$ cat src/rtl/general_register_file.sv
// rtl/general_register_file.sv - eight-entry operand register bank feeding the ALU A/B buses
//
// Purpose:
//   Holds general-purpose registers R1-R4 and scratch registers S1-S4. Every
//   enabled register applies the same FunSel operation on the rising edge of
//   Clock, each using its own previous value. Two combinational read ports
//   select any register for the ALU operand buses.
//
// Ports:
//   Clock    in   system clock, rising-edge active
//   Reset    in   asynchronous, active-high; clears every register
//   I        in   write/load data
//   FunSel   in   operation applied to all enabled registers
//   RegSel   in   bit3..0 = R1..R4 write enables
//   ScrSel   in   bit3..0 = S1..S4 write enables
//   OutASel  in   read select A: 0-3 = R1-R4, 4-7 = S1-S4
//   OutBSel  in   read select B, same encoding
//   OutA     out  selected register, ALU operand A
//   OutB     out  selected register, ALU operand B

module general_register_file #(
  parameter int WIDTH = 32
) (
  input  logic             Clock,
  input  logic             Reset,
  input  logic [WIDTH-1:0] I,
  input  logic [2:0]       FunSel,
  input  logic [3:0]       RegSel,
  input  logic [3:0]       ScrSel,
  input  logic [2:0]       OutASel,
  input  logic [2:0]       OutBSel,
  output logic [WIDTH-1:0] OutA,
  output logic [WIDTH-1:0] OutB
);

  // Storage index 0-3 = R1-R4, 4-7 = S1-S4, matching the read-select encoding.
  logic [WIDTH-1:0] r_regs [0:7];
  logic [WIDTH-1:0] w_next [0:7];
  logic [7:0]       w_en;

  function automatic logic [WIDTH-1:0] f_next(input logic [WIDTH-1:0] q,
                                              input logic [WIDTH-1:0] d,
                                              input logic [2:0]       fs);
    logic [WIDTH-1:0] v;
    v = q;
    case (fs)
      3'b000:  v = q - WIDTH'(1);
      3'b001:  v = q + WIDTH'(1);
      3'b010:  v = d;
      3'b011:  v = '0;
      3'b100:  v = {{(WIDTH-8){1'b0}}, d[7:0]};
      3'b101:  v = {q[WIDTH-1:8], d[7:0]};
      3'b110:  v = {q[WIDTH-1:16], d[7:0], q[7:0]};
      default: v = {{(WIDTH-16){d[15]}}, d[15:0]};
    endcase
    return v;
  endfunction

  // Select bits are MSB-first (bit3 = first register), so reverse them here.
  always_comb begin
    w_en = '0;
    for (int i = 0; i < 4; i++) begin
      w_en[i]   = RegSel[3-i];
      w_en[i+4] = ScrSel[3-i];
    end
  end

  always_comb begin
    for (int i = 0; i < 8; i++) begin
      w_next[i] = f_next(r_regs[i], I, FunSel);
    end
  end

  always_ff @(posedge Clock or posedge Reset) begin
    if (Reset) begin
      for (int i = 0; i < 8; i++) begin
        r_regs[i] <= '0;
      end
    end else begin
      for (int i = 0; i < 8; i++) begin
        if (w_en[i]) begin
          r_regs[i] <= w_next[i];
        end
      end
    end
  end

  // No write-through: reads show state as of the last edge.
  assign OutA = r_regs[OutASel];
  assign OutB = r_regs[OutBSel];

endmodule

$ cat config.mk
export PLATFORM = sky130hd
export DESIGN_NAME = general_register_file
export DESIGN_NICKNAME = d
export VERILOG_FILES = /design/src/rtl/general_register_file.sv
export SDC_FILE = /design/constraint.sdc
export NUM_CORES = 1
export LEC_CHECK = 0
export BUFFER_PORTS_ARGS = -buffer_cell sky130_fd_sc_hd__buf_2
export CORE_MARGIN = 2
export CORE_UTILIZATION = 58
export CTS_CLUSTER_DIAMETER = 60
export DETAILED_ROUTE_END_ITERATION = 7
export PLACE_DENSITY = 0.79
export SYNTH_ARGS = -nofsm -noshare
export SYNTH_HDL_FRONTEND = slang
export SYNTH_SLANG_ARGS = --single-unit
$ cat constraint.sdc
create_clock -name Clock -period 9.1 [get_ports Clock]
set_clock_uncertainty 0.2 [all_clocks]
set_input_delay 1.365 -clock Clock [delete_from_list [all_inputs] [get_ports Clock]]
set_output_delay 1.365 -clock Clock [all_outputs]
set_load 0.02 [all_outputs]
Word-level counts from Yosys, hierarchy flattened. Cells that the tools add are included.

Register bits: 256. Input port bits: 51. Output and inout port bits: 64.

$add $sub $neg: 16. Order comparisons: 2. Equal/unequal tests: 6. Multiplexer cells: 14. Bitwise gates (word level): 4. Reduce and logical (&&, ||, !) cells: 25.

Operators by type and width (number): one-hot mux 32 bit (7 select lines) (8); adder 32 x 1 -> 32 bit (second input constant) (8); subtractor 32 x 1 -> 32 bit (second input constant) (8); binary-select mux 32 bit (select 3 bit) (2); 2-to-1 mux 32 bit (4); AND reduction 2 bit (16); AND reduction 3 bit (8); == test 3 bit (second input constant) (3); greater-or-equal comparator 4 bit (second input constant) (2); inverter 3 -> 4 bit (2); == test 3 x 2 -> 1 bit (second input constant) (2); == test 3 x 1 -> 1 bit (second input constant) (1); logical NOT 3 bit (1); inverter 1 bit (2).

Logic depth before layout (Yosys ltp).
Word-level depth: 4. Depth in mapped cells: 16. Mapped depth without buffers: 14.

Worst setup path after synthesis. Ideal clock, no wire load.

Kind: input to register. Start: input FunSel[0]. End: register r_regs[154] in the netlist's numbering. Arrival time: 10.984 ns. Setup slack: -2.161 ns. Stages: 14. Buffers on the path: 2. Cells stage by stage: buf_1 > buf_1 > nand2_1 > fa_1 > a21o_1 > a221o_1 > o31ai_1 > a21oi_1 > a211o_1 > a21o_1 > a21oi_1 > xnor2_1 > a21oi_1 > a21oi_1.

Cells in the longest elaborated chain, start to end: 3.

Ends and longest elaborated chain: from (decl) (RTL line 27) `input logic [2:0] FunSel,`; parallel branches: the longest is 3 deep, another holds one-hot mux 32 bit (7 select lines); to (signal, indexed assignment) (RTL line 82) `r_regs[i] <= w_next[i];`; to (decl) (RTL line 37) `logic [WIDTH-1:0] r_regs [0:7];`.

Several ways; the timed one is not identified. A chain may end at the register's enable or synchronous reset.

Worst setup path in the final report.
Start: input FunSel[0]. End: register r_regs[29] in the netlist's numbering.

Same word-level chain as after synthesis.

==> impl_results.md <==
- Mapped Nets: 3459
- Number of flops mapped to enable cells by yosys: 0
- Max incr delay on CP: 0.56 ns
- Max VDD drop: 0.000140 V
- Number of flip-flops in the largest register: 256
- Most common cell after layout, fill and taps aside: a21oi_1
- Rows: 79
- Port-buffer cells: 114
- Worst-case hold path end point: r_regs[52]
- Ys flop type: dfrtp_1
- R2r endpoint: r_regs[191]
- Status: completed
- Root Buffer: clkbuf_16
- Initial core utilization: 58.6%
- Slowest cell on crit path: nand2_8
- Path depth of the worst reg2reg path: 10
- Synth Warn #: 0
- First-pass GRT wire length: 135000 um
- Number of fill cells: 3764
- Final setup vio count: 0
- Startpoint types: primary input
- Flop and latch count out of synthesis: 256
- Worst setup margin: 3.05 ns
- Most frequent cells in the layout: a21oi_1, nand2_1, ha_1, dfrtp_1, o21ai_0
- Actual slew at the worst max-slew pin: 1.42 ns
- Via count: 25800
- Pwr Density: 269 nW/um2
- Post-Syn Area: 27100 um2
- Residual DRC count: 0
- CP Capture Type: flop
- Number of antenna violations at the first check in global routing: 2
- Max-Cap Viols: 0
- GRT Total Usage: 35.7%
- Worst Path Max Fanout: 152
- CTS tree: yes
- Routed WL: 87700 um
- Initial DRC Count: 2925
- Share of flip-flops with an asynchronous set or reset: 100%
- Worst setup path class: primary input to flop
- Avg Synthesized Cell Area: 8.73 um2
- Max transition margin: 5.07%
- Share of layout cells above drive strength 1: 13.8%
- Remaining antenna violation count: 0
- Post-DP HPWL: 63900 um
- ANT cells: 0
- Clock transition at the registers of the reported paths: 0.06 ns
- Post_cts resized: 0
- Final global-route overflow total: 0
- Via/cell ratio: 6.85
- Sink Count: 256
- Top reg by flops: r_regs
- Cell chain of the critical path: buf_2 -> buf_4 -> nand2_8 -> buf_12 -> ha_1 -> a211oi_1 -> o21a_1 -> o21ai_0 -> o41ai_1 -> o21ai_0 -> a31oi_1 -> nor2_1 -> a311oi_1 -> xor2_1 -> o221ai_1
- Sequential element share of the synthesized area: 23.6%
- Cell Area, Placed: 28100 um2
- Reg-to-Reg Start: r_regs[162]
- Pwr Total: 7.92 mW
- GPL Wtd Cong: 1.02
- Hold path cells: 2
- Worst path bufs/invs: 3
- Clk Latency, worst-skew pair: 0.59 ns
- Critical Path AT: 6.23 ns
- Die height: 220 um
- Period utilisation layout: 66.4%
- DRT Pass-1 Iters: 6
- Total die area: 48500 um2
- Fin Hold WS: 0.335 ns
- Hold Buf Count CTS: 0
- Unrepaired setup endpoints after global routing: false
- Max Fclk: 165 MHz
- Cell area after layout: 29500 um2
- Lkg Pwr: 12.8 nW
- Core ar.: 46400 um2
- Largest net degree at the start of global routing: 228
- Critical Path Start: FunSel[0]
- Vias in the first global route: 24500
- Setup WS pre-CTS: 2.71 ns
- Largest registers: r_regs (256)
- Syn-to-layout area delta: 8.64%
- Worst path most repeated cell: o21ai_0
- R2R Setup Slk: 4.85 ns
- Period minus WS final: 6.05 ns
- Synth cell types: 86
- Worst hold path class: flop to flop
- Synthesized instance count: 3110
- Final hold violation count: 0
- Hold_sp: r_regs[52]
- Slew Viols, Final: 0
- Routed len/inst: 23.3 um
- Setup bufs post-CTS: 0
- Setup TNS: 0 ns
- Htree depth: 2
- Die Width: 220 um
- Fin nets: 3482
- Inserted Clock Buffers: 39
- Critical Path RT: 9.29 ns
- Top Family by Delay on Critical Path: compound AO/OA/AOI/OAI gates
- Io pins: 115
- Clk buf depth: 3
Yosys cell counts, types with 24 or more instances:
library cell | n | area (um2)
xnor2_1 | 125 | 1090
nand3_1 | 49 | 245
mux2_2 | 74 | 833
o21bai_1 | 36 | 270
a21oi_1 | 510 | 2550
xor2_1 | 83 | 727
nand2_1 | 295 | 1110
nor2_1 | 224 | 841
nor2b_1 | 27 | 169
a31oi_1 | 60 | 375
clkbuf_1 | 117 | 439
a211oi_1 | 25 | 188
o21ai_0 | 232 | 1160
ha_1 | 290 | 3630
and2_1 | 26 | 163
a21o_1 | 118 | 886
inv_1 | 55 | 206
and3_1 | 27 | 169
o21a_1 | 26 | 195
nand4_1 | 27 | 169
o211ai_1 | 24 | 180
nor3_1 | 28 | 140
dfrtp_1 | 256 | 6410
buf_1 | 26 | 97.6
mux4_2 | 129 | 2910
worst min-delay path: stages (launching register included):
cell     delay (ns)
dfrtp_1        0.38
nand2_1        0.05
o21ai_0        0.06
how the worst max path moves through the flow:
stage	to	depth (start not counted)
floorplan	r_regs[0]	1
detailed placement	r_regs[29]	15
global route	r_regs[62]	15
finish	r_regs[29]	15
CTS	r_regs[29]	15
global placement	r_regs[62]	15
power breakdown:
group          leakage (nW)  internal, mW  total, mW  switching [mW]
Combinational          8.92          1.95       4.45            2.50
Sequential             3.19          1.40       1.79           0.396
Clock                 0.691          1.05       1.68           0.628
per-stage QoR:
stage / utilization [%] / instances
after floorplan: - / 3110
final: 63.6 / 3770
after detailed placement: 60.6 / 3699
after global placement: 60.6 / 3699
after global routing: 63.6 / 3770
after CTS: 63.6 / 3770
cells by family after synthesis:
kind of cell / after synthesis / synth area share, %
DFF: 256 / 23.6
buffers and inverters: 203 / 2.97
AOI/OAI and AO/OA: 1158 / 25.6
xor gates and xnor gates: 208 / 6.71
and+or+nand+nor: 765 / 12.7
muxes: 222 / 14.5
adders and majority gates: 298 / 14.0
area by class of cell:
class	instances	area, um2	share of cell area (%)
clock buffer	50	1090	3.69
inverter	55	214	0.726
tap	607	759	2.58
timing repair buffer	130	733	2.49
clock inverter	21	328	1.11
multi-input combinational	2651	20000	67.7
sequential	256	6410	21.7
layer usage:
| layer | routed length (um) | vias to the layer above | track usage [%] |
|---|---|---|---|
| li1 | - | 11700 | - |
| met1 | 35300 | 12500 | 48.6 |
| met2 | 39000 | 1366 | 54.7 |
| met3 | 9130 | 212 | 6.96 |
| met4 | 4270 | 0 | 17.4 |
| met5 | 0 | - | 0 |
Power figures use the tool's default switching activity.
